**config.mk**
```make
export PLATFORM = sky130hd
export DESIGN_NAME = stopwatch_counter_flat
export DESIGN_NICKNAME = d
export VERILOG_FILES = /design/src/rtl/stopwatch_counter_pkg.sv /design/src/rtl/stopwatch_counter_if.sv /design/src/rtl/bcd_digit.sv /design/src/rtl/stopwatch_counter.sv /design/src/flat_wrapper.sv
export SDC_FILE = /design/constraint.sdc
export NUM_CORES = 1
export LEC_CHECK = 0
export CAP_MARGIN = 10
export CORE_MARGIN = 1
export CORE_UTILIZATION = 51
export CTS_CLUSTER_DIAMETER = 60
export DETAILED_ROUTE_END_ITERATION = 6
export HOLD_SLACK_MARGIN = 0.08
export PLACE_DENSITY = 0.85
export RECOVER_POWER = 100
export SETUP_SLACK_MARGIN = 0.05
export SYNTH_ARGS = -nofsm -noshare
export SYNTH_HDL_FRONTEND = slang
export SYNTH_HIERARCHICAL = 1
export SYNTH_SLANG_ARGS = --single-unit
export TNS_END_PERCENT = 30
```
**constraint.sdc**
```tcl
create_clock -name clock_in -period 3.44 [get_ports clock_in]
set_input_delay 0.344 -clock clock_in [delete_from_list [all_inputs] [get_ports clock_in]]
set_output_delay 0.344 -clock clock_in [all_outputs]
set_load 0.01 [all_outputs]
```
**src/rtl/stopwatch_counter_pkg.sv**
```systemverilog
// Shared definitions for the stopwatch: FSM encoding, BCD digit width and the ones-digit limit.
// Also holds the run/pause transition function used by the top-level FSM.
package stopwatch_counter_pkg;

    localparam int DIGIT_W = 4;
    localparam logic [DIGIT_W-1:0] ONES_MAX = 4'd9;

    typedef enum logic [1:0] {
        IDLE    = 2'd0,
        RUNNING = 2'd1,
        PAUSED  = 2'd2
    } state_t;

    function automatic state_t next_state(input state_t cur, input logic start_ev);
        state_t nxt;
        nxt = cur;
        if (start_ev) begin
            unique case (cur)
                IDLE:    nxt = RUNNING;
                RUNNING: nxt = PAUSED;
                PAUSED:  nxt = RUNNING;
                default: nxt = IDLE;
            endcase
        end
        return nxt;
    endfunction

endpackage

```
**src/rtl/stopwatch_counter_if.sv**
```systemverilog
// Control inputs and display/status outputs of the stopwatch, grouped as one bundle.
// master = controller driving tick/start/clear, slave = the stopwatch itself.
interface stopwatch_counter_if;
    import stopwatch_counter_pkg::*;

    logic                   tick_in;
    logic                   start_stop;
    logic                   clear;
    logic [4*DIGIT_W-1:0]   digits;
    logic                   running;
    logic                   rollover;

    modport master (
        output tick_in, start_stop, clear,
        input  digits, running, rollover
    );

    modport slave (
        input  tick_in, start_stop, clear,
        output digits, running, rollover
    );

endinterface

```
**src/rtl/bcd_digit.sv**
```systemverilog
// One BCD digit: counts 0..max_value on inc, wraps to 0 and raises a combinational carry.
// Latency 1 cycle from inc to value; no backpressure, inc is always accepted.
module bcd_digit
    import stopwatch_counter_pkg::*;
(
    input  logic               clock_in,
    input  logic               reset,
    input  logic               clear,
    input  logic               inc,
    input  logic [DIGIT_W-1:0] max_value,
    output logic [DIGIT_W-1:0] value,
    output logic               carry
);

    assign carry = inc && (value == max_value);

    always_ff @(posedge clock_in) begin
        if (reset || clear) begin
            value <= '0;
        end else if (inc) begin
            value <= carry ? '0 : value + 1'b1;
        end
    end

endmodule

```
**src/rtl/stopwatch_counter.sv**
```systemverilog
// MM:SS BCD stopwatch with run/pause FSM; digits update 1 cycle after a sampled tick edge.
// No backpressure: ticks and start_stop edges are consumed the cycle they are detected.
module stopwatch_counter
    import stopwatch_counter_pkg::*;
#(
    parameter int SEC_TENS_MAX = 5,
    parameter int MIN_TENS_MAX = 5
)
(
    input  logic                 clock_in,
    input  logic                 reset,
    stopwatch_counter_if.slave   sw
);

    localparam logic [DIGIT_W-1:0] SEC_TENS_LIM = DIGIT_W'(SEC_TENS_MAX);
    localparam logic [DIGIT_W-1:0] MIN_TENS_LIM = DIGIT_W'(MIN_TENS_MAX);

    state_t             state;
    logic               tick_prev;
    logic               ss_prev;
    logic               running_q;
    logic               rollover_q;
    logic               tick_ev;
    logic               start_ev;
    logic               inc;
    logic [DIGIT_W-1:0] sec_ones, sec_tens, min_ones, min_tens;
    logic               c_sec_ones, c_sec_tens, c_min_ones, c_min_tens;

    assign tick_ev  = sw.tick_in && !tick_prev;
    assign start_ev = sw.start_stop && !ss_prev;
    // Counting is judged on the pre-transition state, so a tick coinciding with pause still counts.
    assign inc      = tick_ev && (state == RUNNING) && !sw.clear;

    always_ff @(posedge clock_in) begin
        if (reset) begin
            tick_prev  <= 1'b0;
            ss_prev    <= 1'b0;
            state      <= IDLE;
            running_q  <= 1'b0;
            rollover_q <= 1'b0;
        end else begin
            // Edge history tracks through clear so a held start_stop cannot fire on clear release.
            tick_prev <= sw.tick_in;
            ss_prev   <= sw.start_stop;
            if (sw.clear) begin
                state      <= IDLE;
                running_q  <= 1'b0;
                rollover_q <= 1'b0;
            end else begin
                state      <= next_state(state, start_ev);
                running_q  <= (next_state(state, start_ev) == RUNNING);
                rollover_q <= c_min_tens;
            end
        end
    end

    bcd_digit u_sec_ones (
        .clock_in  (clock_in),
        .reset     (reset),
        .clear     (sw.clear),
        .inc       (inc),
        .max_value (ONES_MAX),
        .value     (sec_ones),
        .carry     (c_sec_ones)
    );

    bcd_digit u_sec_tens (
        .clock_in  (clock_in),
        .reset     (reset),
        .clear     (sw.clear),
        .inc       (c_sec_ones),
        .max_value (SEC_TENS_LIM),
        .value     (sec_tens),
        .carry     (c_sec_tens)
    );

    bcd_digit u_min_ones (
        .clock_in  (clock_in),
        .reset     (reset),
        .clear     (sw.clear),
        .inc       (c_sec_tens),
        .max_value (ONES_MAX),
        .value     (min_ones),
        .carry     (c_min_ones)
    );

    bcd_digit u_min_tens (
        .clock_in  (clock_in),
        .reset     (reset),
        .clear     (sw.clear),
        .inc       (c_min_ones),
        .max_value (MIN_TENS_LIM),
        .value     (min_tens),
        .carry     (c_min_tens)
    );

    assign sw.digits   = {min_tens, min_ones, sec_tens, sec_ones};
    assign sw.running  = running_q;
    assign sw.rollover = rollover_q;

endmodule

```
**src/flat_wrapper.sv**
```systemverilog
// flat-port wrapper written by rule: the top's interface ports become plain ports
module stopwatch_counter_flat import stopwatch_counter_pkg::*;
#(
    parameter int SEC_TENS_MAX = 5,
    parameter int MIN_TENS_MAX = 5
)
  (clock_in, reset, sw_tick_in, sw_start_stop, sw_clear, sw_digits, sw_running, sw_rollover);
  stopwatch_counter_if sw_i ();
  input  logic clock_in;
  input  logic reset;
  input wire logic [$bits(sw_i.tick_in)-1:0] sw_tick_in;
  input wire logic [$bits(sw_i.start_stop)-1:0] sw_start_stop;
  input wire logic [$bits(sw_i.clear)-1:0] sw_clear;
  output wire logic [$bits(sw_i.digits)-1:0] sw_digits;
  output wire logic [$bits(sw_i.running)-1:0] sw_running;
  output wire logic [$bits(sw_i.rollover)-1:0] sw_rollover;
  assign sw_i.tick_in = sw_tick_in;
  assign sw_i.start_stop = sw_start_stop;
  assign sw_i.clear = sw_clear;
  assign sw_digits = sw_i.digits;
  assign sw_running = sw_i.running;
  assign sw_rollover = sw_i.rollover;
  stopwatch_counter #(.SEC_TENS_MAX(SEC_TENS_MAX), .MIN_TENS_MAX(MIN_TENS_MAX)) u_core (.clock_in(clock_in), .reset(reset), .sw(sw_i));
endmodule
```
==> reports/results.ini <==
[outcome]
outcome=finished, final reports clean

[power]
power.switching_mw=0.1015
seqPwrFrac_pct=58.5
swShare_pct=22.97
ir_drop_uv=229.3
finalPower_mw=0.4419
clock_power_share_pct=32.6
powerDensity_nw_per_um2=278.5
leakage_nw=0.6137
power_frac_comb_pct=8.9
intPower_mw=0.3404

[place]
place_congestion=0.8009
portBuffers=22
hpwl_um=1873
pre_cts_slack_ns=0.1410
post_dp_cell_area_um2=1563

[floorplanning]
die_w_um=50.86
die_h_um=50.86
die_area_um2=2586
start_util_pct=54.51
row_count=17
ioPinCount=23
core-area_um2=2233

[clocking]
cts_tree=yes
root_buffer=clkbuf_4
cts.sinks=22
cts_hold_buffers=0
clkTransAtPathRegs_ns=0.13
cts_setup_buffers=0
worstSkewPairLatency_ns=0.31
cts_buffer_depth=2
numCtsBuffers=3
ctsHtreeMaxLevel=1
post_cts_resized=0

[final_layout]
fin_util_pct=71.04
seq_area_um2=440.4
multi_input_area_um2=843.3
num-nets-final=177
finish.instance_area_um2=1587
area_growth_pct=30.32
n_antenna_cell=0
drive_above_1_share_pct=9.581
fillers=179

[worst_setup_path]
path_depth=11
crit_path_top_delay_cell=dfxtp_1
required_ns=3.66
cp-end-kind=flip-flop
worstSetupStartpointType=flip-flop
cp_cell_sequence=and2b_1 > and3_1 > and4_1 > and2_2 > and4_4 > and2_2 > and4_1 > and2_2 > and4_4 > and2_2 > nor3b_1
crit_buf_inv=0
reg2reg_to=u_core/sw.rollover
crit_end=u_core/sw.rollover
crit_start=u_core/state[0]
r2r-start=u_core/state[0]
max_stage_delay_ns=0.38
r2r_slack_ns=0.33
crit_family=simple AND/OR/NAND/NOR gates
arrival_ns=3.33
cp_max_fo=6
critPathKind=flip-flop to flip-flop
crit_top_cell=and2_2
reg2reg_depth=11

[route]
drt_iter0_markers=10
ant_nets=0
drc=0
drt_wl_total_um=2451
dr.pass1.iters=4
vias=1002
wl_per_cell_um=12.57
vias_per_cell=5.138

[flow_run]
max_cap_viol_count=0

[grt]
grt_pass1_vias=911
antenna_found_initial=0
use_met1_pct=25.65
grt_busiest_layer=met2
overflow=0
grt_max_degree=13
grt_use_met2_pct=35.56
met3_usage_pct=4.167
grt.total_usage_pct=20.73
grt_pass1_wl_um=3981

[timing]
drv_slew=0
finalSetupViolCount=0
finalSetupTns_ns=0
clock.fmax_mhz=321.7
skew_ns=0.01014
final-hold-violation-count=0
rsz0062_at_grt=no
finalWorstSetupSlack_ns=0.3313
timing.final.crit_share_pct=90.37
period_needed_ns=3.109

[synth]
synth_top_area_share_pct=36.18
synth_area_leaders=dfxtp_1 (36%), xnor2_1 (15%), a211oi_1 (7.4%), xor2_1 (5.8%), mux2i_1 (4.9%)
syn_area_um2=1217
syn_avg_cell_area_um2=10.32
yosysSeqAreaShare_pct=36.18
ys_seq_elements=22
yosys_warnings=6
postSynthCellCount=118
synth_top_area_cell=dfxtp_1
yosysUniqueCellTypes=24

[min_path]
min-delay-start=u_core/state[1]
min_path_type=flip-flop to flip-flop

-- state kept, by name, summed over array words and instances, names as in the netlist --
name,count
u_core/sw.rollover,1
u_core/sw.running,1
u_core/u_sec_ones/value,4
u_core/u_sec_tens/value,4
u_core/tick_prev,1
u_core/u_min_tens/value,4
u_core/state,2
u_core/ss_prev,1
u_core/u_min_ones/value,4
-- layout make-up --
type                            instances  area share, %
Clock buffer                            4          2.287
Inverter                                1         0.2366
Multi-Input combinational cell        117          53.15
Sequential cell                        22          27.76
Tap cell                               28          2.208
Timing Repair Buffer                   23          14.35
-- stage by stage --
step,hold WS (ns),std cells
5_1_grt,0.5789,195
4_1_cts,0.5717,195
3_3_place_gp,0.5102,191
2_1_floorplan,0.4130,140
6_report,0.5630,195
3_5_place_dp,0.5443,191
-- per-layer routing --
metal	wire [um]	share of wire, %
met5	0	0
met4	16	0.65
met3	56	2.3
met2	1233	50
met1	1146	47
-- layout by cell type, fill, tap and decap left out, types with 2 or more instances in the layout --
cell type | netlist | layout
a211oi_1 | 12 | 12
nand4b_1 | 4 | 4
conb_1 | 2 | 24
dfxtp_1 | 22 | 22
clkbuf_4 | 0 | 3
or2_2 | 4 | 4
a311oi_1 | 4 | 4
xnor2_1 | 21 | 21
nand4_1 | 4 | 4
ha_1 | 4 | 4
nor3_1 | 2 | 2
nand3b_1 | 4 | 4
dlygate4sd3_1 | 0 | 20
nand2_1 | 4 | 4
clkdlybuf4s50_1 | 0 | 2
xor2_1 | 8 | 8
nor2b_1 | 2 | 3
mux2i_1 | 6 | 6
and4_4 | 4 | 2
and4_1 | 0 | 2
and2_2 | 4 | 4
-- power by group through the flow --
stage | sequential, mW | clock, mW | combinational, mW
2_1_floorplan | 0.265 | 0 | 0.0264
4_1_cts | 0.259 | 0.148 | 0.0403
3_3_place_gp | 0.264 | 0 | 0.0386
3_5_place_dp | 0.265 | 0 | 0.0399
6_report | 0.259 | 0.144 | 0.0391
5_1_grt | 0.259 | 0.154 | 0.0435
-- worst min-delay path by stage --
stage                           end  slack [ns]  cells past startpoint
floorplan           u_core/state[0]        0.41                      1
global placement    u_core/state[1]        0.51                      2
detailed placement  u_core/state[1]        0.54                      2
CTS                 u_core/state[1]        0.57                      2
global route        u_core/state[1]        0.58                      2
finish              u_core/state[1]        0.56                      2
-- cell usage after synthesis --
master and instances:
and2b_1 1, nor3b_1 1, xnor2_1 21, nand2_1 4, nor2b_4 1, a311oi_1 4, nand4_1 4, nand4b_1 4
or2_2 4, ha_1 4, nand3b_1 4, xor2_1 8, mux2i_1 6, dfxtp_1 22, conb_1 2, nor2_1 1
a211oi_1 12, and2_2 4, and3_1 1, inv_1 1, and4_4 4, nor3_1 2, nor3_2 1, nor2b_1 2
-- logic make-up after synthesis --
logic type                 count (synthesis)  share of synthesized area (%)
and+or+nand+nor                           38                          22.71
AOI/OAI and AO/OA                         16                          10.28
muxes                                      6                          4.933
xor gates and xnor gates                  29                          20.86
buffers and inverters                      1                         0.3080
DFF                                       22                          36.18
adders and majority gates                  4                          4.111
other                                      2                         0.6169
-- worst reg2reg max path: cells and delay by family, from the launching register on --
kind | cells | cell delay (ns)
flip-flops | 1 | 0.38
AND/OR/NAND/NOR | 11 | 2.64
Power figures use the tool's default switching activity.
